## config.mk

```make
export PLATFORM = sky130hd
export DESIGN_NAME = multibyte_uart_tx
export DESIGN_NICKNAME = d
export VERILOG_FILES = /design/src/rtl/multibyte_uart_tx_pkg.sv /design/src/rtl/multibyte_uart_tx_baud.sv /design/src/rtl/multibyte_uart_tx.sv
export SDC_FILE = /design/constraint.sdc
export NUM_CORES = 1
export LEC_CHECK = 0
export ABC_AREA = 1
export ABC_CLOCK_PERIOD_IN_PS = 4540
export CORE_MARGIN = 2
export CORE_UTILIZATION = 56
export DETAILED_ROUTE_END_ITERATION = 12
export HOLD_SLACK_MARGIN = 0.1
export PLACE_DENSITY = 0.78
export SLEW_MARGIN = 25
export SYNTH_ARGS = -nofsm -noshare
export SYNTH_HDL_FRONTEND = slang
export SYNTH_SLANG_ARGS = --single-unit
```

## constraint.sdc

```tcl
create_clock -name clock -period 4.54 [get_ports clock]
set_input_delay 0.681 -clock clock [delete_from_list [all_inputs] [get_ports clock]]
set_output_delay 0.681 -clock clock [all_outputs]
set_load 0.02 [all_outputs]
```

## src/rtl/multibyte_uart_tx_pkg.sv

```systemverilog
// Shared types and constants for the multibyte UART transmitter.
// Holds FSM state codes and UART framing constants.
package multibyte_uart_tx_pkg;

  typedef enum logic [2:0] {
    IDLE   = 3'd0,
    START  = 3'd1,
    DATA   = 3'd2,
    PARITY = 3'd3,
    STOP   = 3'd4
  } state_e;

  localparam int   UART_DATA_BITS = 8;
  localparam logic START_BIT      = 1'b0;
  localparam logic STOP_BIT       = 1'b1;

endpackage

```

## src/rtl/multibyte_uart_tx_baud.sv

```systemverilog
// uart_baud_tick: restartable bit-period counter.
// Ports: clock, reset (async high), restart (zero count), o_tick (last cycle of a bit).
module uart_baud_tick #(
  parameter int CLKS_PER_BIT = 868
) (
  input  logic clock,
  input  logic reset,
  input  logic restart,
  output logic o_tick
);

  localparam int CW = $clog2(CLKS_PER_BIT);
  localparam logic [CW-1:0] LAST = CW'(CLKS_PER_BIT - 1);

  logic [CW-1:0] cnt_q, cnt_d;

  assign o_tick = (cnt_q == LAST);

  always_comb begin
    cnt_d = cnt_q + CW'(1);
    if (restart || o_tick) cnt_d = '0;
  end

  always_ff @(posedge clock or posedge reset) begin
    if (reset) cnt_q <= '0;
    else       cnt_q <= cnt_d;
  end

endmodule

```

## src/rtl/multibyte_uart_tx.sv

```systemverilog
// Word-to-bytes UART transmitter: sends the low N bytes of a word as 8N1 frames.
// Ports: clock/reset, i_valid/o_ready handshake, i_word/i_len/i_msb_first payload,
// o_serial line, o_busy, o_done pulse, o_byte_idx and o_state for debug.
// Optional macro MULTIBYTE_UART_TX_PARITY_EN adds a parity bit (sense PARITY_ODD).
module multibyte_uart_tx
  import multibyte_uart_tx_pkg::*;
#(
  parameter int WORD_BYTES   = 4,
  parameter int CLKS_PER_BIT = 868,
  parameter int PARITY_ODD   = 0
) (
  input  logic                              clock,
  input  logic                              reset,
  input  logic                              i_valid,
  output logic                              o_ready,
  input  logic [8*WORD_BYTES-1:0]           i_word,
  input  logic [$clog2(WORD_BYTES+1)-1:0]   i_len,
  input  logic                              i_msb_first,
  output logic                              o_serial,
  output logic                              o_busy,
  output logic                              o_done,
  output logic [$clog2(WORD_BYTES)-1:0]     o_byte_idx,
  output logic [2:0]                        o_state
);

  localparam int LW = $clog2(WORD_BYTES + 1);
  localparam int IW = $clog2(WORD_BYTES);
  localparam logic [2:0] LAST_BIT = 3'(UART_DATA_BITS - 1);

  state_e                  state_q, state_d;
  logic [8*WORD_BYTES-1:0] word_q, word_d;
  logic [IW-1:0]           last_q, last_d;
  logic [IW-1:0]           cnt_q, cnt_d;
  logic [IW-1:0]           idx_q, idx_d;
  logic                    msb_q, msb_d;
  logic [2:0]              bit_q, bit_d;
  logic                    serial_q, serial_d;
  logic                    done_q, done_d;
  logic                    tick;
  logic                    restart;
  logic [IW-1:0]           eff_last;
  logic [7:0]              cur_byte;
  logic                    par_bit;

  uart_baud_tick #(
    .CLKS_PER_BIT(CLKS_PER_BIT)
  ) u_baud (
    .clock  (clock),
    .reset  (reset),
    .restart(restart),
    .o_tick (tick)
  );

  // Zero or oversized length means a full word.
  always_comb begin
    eff_last = IW'(WORD_BYTES - 1);
    if (i_len != '0 && i_len <= LW'(WORD_BYTES))
      eff_last = IW'(i_len - LW'(1));
  end

  always_comb begin
    state_d = state_q;
    word_d  = word_q;
    last_d  = last_q;
    cnt_d   = cnt_q;
    idx_d   = idx_q;
    msb_d   = msb_q;
    bit_d   = bit_q;
    done_d  = 1'b0;
    unique case (state_q)
      IDLE: begin
        if (i_valid) begin
          state_d = START;
          word_d  = i_word;
          last_d  = eff_last;
          msb_d   = i_msb_first;
          cnt_d   = '0;
          idx_d   = i_msb_first ? eff_last : '0;
        end
      end
      START: begin
        if (tick) begin
          state_d = DATA;
          bit_d   = '0;
        end
      end
      DATA: begin
        if (tick) begin
          if (bit_q == LAST_BIT) begin
`ifdef MULTIBYTE_UART_TX_PARITY_EN
            state_d = PARITY;
`else
            state_d = STOP;
`endif
          end else begin
            bit_d = bit_q + 3'd1;
          end
        end
      end
      PARITY: begin
        if (tick) state_d = STOP;
      end
      STOP: begin
        if (tick) begin
          if (cnt_q == last_q) begin
            state_d = IDLE;
            done_d  = 1'b1;
          end else begin
            state_d = START;
            cnt_d   = cnt_q + IW'(1);
            idx_d   = msb_q ? idx_q - IW'(1) : idx_q + IW'(1);
          end
        end
      end
      default: state_d = IDLE;
    endcase
  end

  // Line value is derived from the next state so o_serial is registered
  // yet changes on the same edge as the state.
  assign cur_byte = word_d[{idx_d, 3'b000} +: 8];
  assign par_bit  = (^cur_byte) ^ (PARITY_ODD != 0);

  always_comb begin
    serial_d = STOP_BIT;
    unique case (state_d)
      START:   serial_d = START_BIT;
      DATA:    serial_d = cur_byte[bit_d];
      PARITY:  serial_d = par_bit;
      default: serial_d = STOP_BIT;
    endcase
  end

  // Every state entry starts a fresh bit period; IDLE holds the count at 0.
  assign restart = (state_d != state_q) || (state_q == IDLE);

  always_ff @(posedge clock or posedge reset) begin
    if (reset) begin
      state_q  <= IDLE;
      word_q   <= '0;
      last_q   <= '0;
      cnt_q    <= '0;
      idx_q    <= '0;
      msb_q    <= 1'b0;
      bit_q    <= '0;
      serial_q <= STOP_BIT;
      done_q   <= 1'b0;
    end else begin
      state_q  <= state_d;
      word_q   <= word_d;
      last_q   <= last_d;
      cnt_q    <= cnt_d;
      idx_q    <= idx_d;
      msb_q    <= msb_d;
      bit_q    <= bit_d;
      serial_q <= serial_d;
      done_q   <= done_d;
    end
  end

  assign o_ready    = (state_q == IDLE) && !reset;
  assign o_busy     = (state_q != IDLE);
  assign o_done     = done_q;
  assign o_serial   = serial_q;
  assign o_byte_idx = idx_q;
  assign o_state    = state_q;

endmodule

```

==> flow_summary_export.csv, run 1 <==
group,metric,value,unit
drt,vias,3103,
timing,final_max_slew_viol_count,0,
clock_tree,post_cts_buffers,0,
drt,vias_per_cell,5.233,
floorplan,start_util,0.5824,
placement,io_buffers,47,
clock_tree,clock-sinks,57,
floorplan,ios,48,
synthesis,syn_avg_cell_area,7.432,um^2
power,switching_share,0.2131,
placement,post-dp-hpwl,5872,um
synthesis,ys_seq_area_frac,0.4140,
drt,route.detailed.drc,0,
clock_tree,cts_resized,0,
cells_and_area,post-route-util,0.6967,
synthesis,synth_commonest_cells,"nand2_1 (123), inv_1 (66), dfrtp_1 (56), nand3_1 (45), nor2_1 (24)",
clock_tree,h-tree-depth,3,
clock_tree,path_clk_slew,0.07,ns
placement,gp_congestion,0.8737,
drt,route.final.wire_length,7923,um
floorplan,die_w,82.47,um
synthesis,yosys_warnings,0,
clock_tree,clock-root-buffer,"clkbuf_8",
synthesis,synthFlopType,"dfrtp_1",
timing,skew,0.006514,ns
timing,fmax,345.2,MHz
power,p_seq_frac,0.496,
synthesis,synth_fp_nets,506,
global_route,grt-ovfl-total,0,
drt,ant_nets,0,
clock_tree,clk_latency,0.34,ns
placement,post-place-ws,1.305,ns
global_route,grt_pass1_wl,13570,um
timing,worst_slack,1.643,ns
timing,totalNegativeSetupSlack,0,ns
floorplan,die_area,6801,um^2
synthesis,ys_seq_elements,57,
power,internal-power,806.2,uW
clock_tree,cts-hold-fix-buffers,0,
power,clockPowerShare,0.455,
synthesis,synth.most_common_cell,"nand2_1",
timing,finalCritPeriodShare,0.6381,
cells_and_area,diodes,0,
clock_tree,cts_tree,"done",
setup_path,crit_required,4.82,ns
power,p_sw,218.3,uW
power,power_density,248.3,nW/um^2
cells_and_area,areaGrowthSynthToFinish,19.63,%
synthesis,syn_area,3448,um^2
clock_tree,cts_buffer_depth,2,
drt,drtIter0Drc,164,
global_route,track_usage,0.2665,
floorplan,core,5921,um^2
timing,finalSetupViolations,0,
power,p_total,1.024,mW
global_route,grt_pass1_vias,3076,
synthesis,synth_async_sr_flop_share,1.000,
timing,slew_headroom,0.4445,
setup_path,critPathKind,"input pin to flop",
synthesis,netlist.area_leader.share,0.4064,
timing,rsz0062_at_grt,"no",
floorplan,rows,28,
power,irDropWorstVdd,0.1489,mV
timing,hold_viol,0,
cells_and_area,num-fill-cells,514,
synthesis,synth_top_cell_by_area,"dfrtp_1",
synthesis,synth_edf_count,0,
setup_path,cp-end-kind,"flop",
setup_path,crit_fanout,17,
global_route,grt_max_degree,42,
floorplan,die_h,82.47,um
status,status,"finished clean",
synthesis,yosysUniqueCellTypes,43,
power,combPwrFrac,0.049,
drt,dr.pass1.iters,4,
flow_run,maxCapViolCount,0,
cells_and_area,final_nets,555,
global_route,antenna_found_initial,0,
synthesis,synthCells,464,
timing,min_period,2.897,ns
setup_path,start_kind,"input pin",
setup_path,critPathArrivalTime,3.17,ns
synthesis,netlist_top_cells_area,"dfrtp_1 (41%), nand2_1 (13%), inv_1 (7.2%)",
min_path,hold_path_class,"flop to flop",
timing,max_slew.worst_pin.slew,0.8297,ns
cells_and_area,drive_gt1_frac,0.1467,
clock_tree,cts_buffers,9,
drt,drt-wirelength-per-cell,13.36,um
power,leakage,2.411,nW
layout make-up:
| cell class | count | area (um^2) | area share |
|---|---|---|---|
| Timing Repair Buffer | 48 | 478.0 | 0.1159 |
| Clock inverter | 3 | 40.04 | 0.009706 |
| Inverter | 78 | 295.3 | 0.07158 |
| Clock buffer | 13 | 148.9 | 0.03609 |
| Sequential cell | 57 | 1428 | 0.3461 |
| Tap cell | 75 | 93.84 | 0.02275 |
| Multi-Input combinational cell | 319 | 1642 | 0.3979 |
per-layer routing:
metal,part of all wire,track usage,vias to the layer above
li1,-,-,1549
met1,0.44,0.3338,1444
met2,0.49,0.4508,94
met3,0.050,0.04783,16
met4,0.020,0.1150,0
met5,0,0,-
worst paths after layout:
| check | end | slack [ns] | start | depth (start not counted) |
|---|---|---|---|---|
| worst min register to register | u_baud.cnt_q[0]$_DFF_PP0_ | 0.47 | u_baud.cnt_q[0]$_DFF_PP0_ | 1 |
| worst max-delay path | o_serial$_DFF_PP1_ | 1.64 | i_len[0] | 21 |
| worst max register to register | o_serial$_DFF_PP1_ | 1.98 | o_state[1]$_DFF_PP0_ | 18 |
| max in group asynchronous | word_q[14]$_DFF_PP0_ | 2.93 | reset | 3 |
| min in group asynchronous | o_state[2]$_DFF_PP0_ | 0.86 | reset | 2 |
| worst min-delay path | u_baud.cnt_q[0]$_DFF_PP0_ | 0.47 | u_baud.cnt_q[0]$_DFF_PP0_ | 1 |
flip-flops by register name (all words and copies together), names as in the netlist:
name and cells:
word_q 32, u_baud.cnt_q 10, bit_q 3, o_state 3, cnt_q 2, last_q 2, o_byte_idx 2, msb_q 1
o_done 1, o_serial 1
power groups by stage:
stage | clock [mW] | combinational [mW] | sequential [mW]
finish | 0.466 | 0.0506 | 0.508
global route | 0.493 | 0.0563 | 0.508
CTS | 0.470 | 0.0518 | 0.508
detailed placement | 0 | 0.0516 | 0.517
global placement | 0 | 0.0515 | 0.517
floorplan | 0 | 0.0118 | 0.517
worst max-delay path: stages:
cell	delay [ns]
clkdlybuf4s50_1	0.48
inv_1	0.05
ha_1	0.20
nand2_1	0.08
nand3_1	0.11
nand2_1	0.09
nand2_1	0.05
a21oi_1	0.22
nand2_4	0.18
nand2_4	0.21
nand2_1	0.09
nand3_1	0.13
nand2_2	0.09
inv_2	0.05
nand2_1	0.05
nand2_1	0.10
nand2_1	0.06
nand2_1	0.06
nand2_1	0.05
nand3_1	0.07
nand2_1	0.05
layout by cell type, fill, tap and decap left out, types with 2 or more instances in the layout:
cell             netlist  final
inv_2                 10     11
o21ai_0               20     20
a21oi_1                7      7
nor3b_1                5      5
clkbuf_8               0     10
nand2_4                5      5
clkdlybuf4s50_1        0     47
nor3_1                 4      4
or2_2                 21     21
nand2_1              123    123
nor2_4                 2      2
dfrtp_1               56     56
or2_1                  5      5
clkinv_2               0      2
ha_1                   3      3
nand3_1               45     45
nand3_2               10     10
or2_0                  7      7
inv_1                 66     65
nor2_2                 2      2
o21ai_1               14     14
clkbuf_1               3      3
nand2_2                6      6
nand4_1                2      2
nor2_1                24     24
metrics by stage:
step | hold slack (ns) | cell area [um^2] | std cells
after floorplan | 0.4329 | 3448 | 464
after global placement | 0.4533 | 3936 | 577
after detailed placement | 0.4602 | 3936 | 577
after CTS | 0.4713 | 4125 | 593
after global routing | 0.4828 | 4125 | 593
final | 0.4686 | 4125 | 593
cell families after synthesis:
logic type,Yosys count,share of synthesized area
compound gates,48,0.07729
xor+xnor,2,0.005081
flops,57,0.4140
simple gates,266,0.3828
buf+inv,88,0.1099
fa+ha+maj,3,0.01089
No activity file was read; power rests on OpenSTA's default activity.
==> run 2, diff against run 1 <==
- ABC_CLOCK_PERIOD_IN_PS: 4540 -> 3000
- CORE_UTILIZATION: 56 -> 55
- PLACE_DENSITY: 0.78 -> 0.77
- clock period: 4.54 -> 3 ns (I/O delays scaled with it)
==> run 2 against run 1 <==
  * Power increased by 54%
  * Clock-buffer cell count down 3
  * Via count decreased by 1.9%
  * Critical path type unchanged
  * Register-to-register slack got worse by 1.5 ns
  * First-iteration DRC count is 10% higher
  * Sequential power is 51% higher
  * Die area increased by 1.7%
  * Wire length decreased by 1.6%
  * Highest routed layer unchanged
  * Utilization shrank 0.084 points
  * Clock skew about the same
  * Largest power group unchanged
  * Combinational power rose by 54%
==> flow_summary_export.csv, run 2 (same netlist as run 1, synthesis figures left out) <==
group,metric,value,unit
status,status,"finished clean",
floorplan,rows,28,
cells_and_area,largest_reg_flops,32,
setup_path,crit_fanout,17,
drt,dr.pass1.iters,5,
power,combPwrFrac,0.050,
timing,rsz0062_at_grt,"no",
setup_path,crit_required,3.26,ns
drt,vias,3045,
cells_and_area,num-fill-cells,509,
global_route,grt_pass1_vias,2892,
drt,route.detailed.drc,0,
power,leakage,2.426,nW
power,internal-power,1.224,mW
cells_and_area,fin_area,4169,um^2
clock_tree,cts-hold-fix-buffers,0,
global_route,antenna_found_initial,0,
timing,final_max_slew_viol_count,0,
floorplan,die_h,83.18,um
clock_tree,clock-sinks,57,
drt,ant_nets,0,
setup_path,critPathKind,"input pin to flop",
cells_and_area,layout_common_cells,"nand2_1 (123), inv_1 (65), dfrtp_1 (56), clkdlybuf4s50_1 (47), nand3_1 (45)",
setup_path,cpMaxStageDelayCell,"clkdlybuf4s50_1",
power,switching_share,0.2228,
drt,vias_per_cell,5.118,
cells_and_area,areaGrowthSynthToFinish,20.90,%
cells_and_area,top_regs,"word_q: 32 flops, u_baud.cnt_q: 10 flops",
min_path,hold_path_class,"flop to flop",
floorplan,core,5991,um^2
cells_and_area,drive_gt1_frac,0.1558,
clock_tree,h-tree-depth,3,
global_route,grt_max_degree,38,
global_route,grt_pass1_wl,13280,um
clock_tree,clk_latency,0.33,ns
power,p_sw,350.8,uW
power,irDropWorstVdd,0.3016,mV
power,power_density,377.7,nW/um^2
cells_and_area,final_common_cell,"nand2_1",
timing,fmax,376.5,MHz
setup_path,cpMostUsedCell,"nand2_1",
placement,post-dp-hpwl,5686,um
power,p_seq_frac,0.488,
timing,totalNegativeSetupSlack,0,ns
clock_tree,cts_resized,0,
global_route,grt-ovfl-total,0,
clock_tree,cts_buffer_depth,2,
clock_tree,post_cts_buffers,0,
floorplan,die_area,6919,um^2
setup_path,start_kind,"input pin",
power,clockPowerShare,0.462,
timing,skew,0.006965,ns
timing,hold_viol,0,
clock_tree,cts_tree,"done",
timing,slew_headroom,0.5637,
drt,drtIter0Drc,181,
floorplan,die_w,83.18,um
drt,route.final.wire_length,7799,um
placement,dpl_cell_area,3964,um^2
placement,gp_congestion,0.8673,
placement,io_buffers,47,
timing,finalCritPeriodShare,0.8854,
cells_and_area,diodes,0,
clock_tree,clock-root-buffer,"clkbuf_8",
cells_and_area,final_nets,557,
drt,drt-wirelength-per-cell,13.11,um
setup_path,path_cells,"clkdlybuf4s50_1, inv_1, ha_1, nand2_1, nand3_1, nand2_1, nand2_1, a21oi_1, nand2_4, nand2_4, nand2_1, nand2_1, nand2_1, nand2_1, nand2_1, nand2_1, nand2_1, nand2_1, nand2_1, nand3_1, nand2_1",
setup_path,slowest_delay,0.49,ns
setup_path,cp-end-kind,"flop",
global_route,track_usage,0.2402,
timing,max_slew.worst_pin.slew,0.6535,ns
clock_tree,cts_buffers,9,
floorplan,start_util,0.5756,
timing,min_period,2.656,ns
floorplan,ios,48,
cells_and_area,largest_register,"word_q",
clock_tree,path_clk_slew,0.07,ns
setup_path,critPathArrivalTime,2.92,ns
timing,finalSetupViolations,0,
flow_run,maxCapViolCount,0,
-- run 2: layout make-up --
class | instances | area, um^2 | share of cell area
flip-flops and latches | 57 | 1428 | 0.3424
multi-input cells | 319 | 1642 | 0.3938
inverters | 78 | 295.3 | 0.07083
repair buffers | 50 | 505.5 | 0.1212
clock inverters | 6 | 67.56 | 0.01621
clock buffers | 10 | 137.6 | 0.03301
well taps | 75 | 93.84 | 0.02251
-- run 2: worst paths after layout --
kind | endpoint | slack [ns] | cells after the start | startpoint
max | o_serial$_DFF_PP1_ | 0.34 | 21 | i_len[0]
min | u_baud.cnt_q[0]$_DFF_PP0_ | 0.46 | 1 | u_baud.cnt_q[0]$_DFF_PP0_
max reg2reg | o_serial$_DFF_PP1_ | 0.44 | 19 | u_baud.cnt_q[0]$_DFF_PP0_
min reg2reg | u_baud.cnt_q[0]$_DFF_PP0_ | 0.46 | 1 | u_baud.cnt_q[0]$_DFF_PP0_
max in group asynchronous | word_q[18]$_DFF_PP0_ | 1.85 | 3 | reset
min in group asynchronous | last_q[0]$_DFFE_PP0P_ | 0.56 | 2 | reset
-- run 2: stage by stage --
stage / setup WS [ns] / cells / hold slack (ns) / util / power, mW
2_1_floorplan: 0.8577 / 464 / 0.4329 / - / 0.8007
3_3_place_gp: 0.1466 / 579 / 0.4498 / 0.6617 / 0.8613
3_5_place_dp: 0.04002 / 579 / 0.4513 / 0.6617 / 0.8623
4_1_cts: 0.3880 / 595 / 0.4612 / 0.6959 / 1.598
5_1_grt: 0.1189 / 595 / 0.5059 / 0.6959 / 1.637
6_report: 0.3438 / 595 / 0.4608 / 0.6959 / 1.575
-- run 2: per-layer routing --
metal,part of all wire,track usage,vias to the layer above
li1,-,-,1549
met1,0.47,0.3338,1413
met2,0.47,0.3798,72
met3,0.044,0.03777,11
met4,0.014,0.09091,0
met5,0,0,-
-- run 2: power groups by stage --
stage | Sequential [mW] | Combinational [mW] | Clock, mW
after global placement | 0.783 | 0.0785 | 0
after detailed placement | 0.783 | 0.0795 | 0
after floorplan | 0.783 | 0.0178 | 0
after CTS | 0.768 | 0.0798 | 0.750
after global routing | 0.768 | 0.0861 | 0.784
final | 0.768 | 0.0781 | 0.728
-- run 2: worst max-delay path: cells and delay by family --
kind	cells	cell delay [ns]
AO/OA/AOI/OAI	1	0.22
adder cells (fa/ha/maj)	1	0.20
buffers and inverters	2	0.55
AND/OR/NAND/NOR	17	1.49
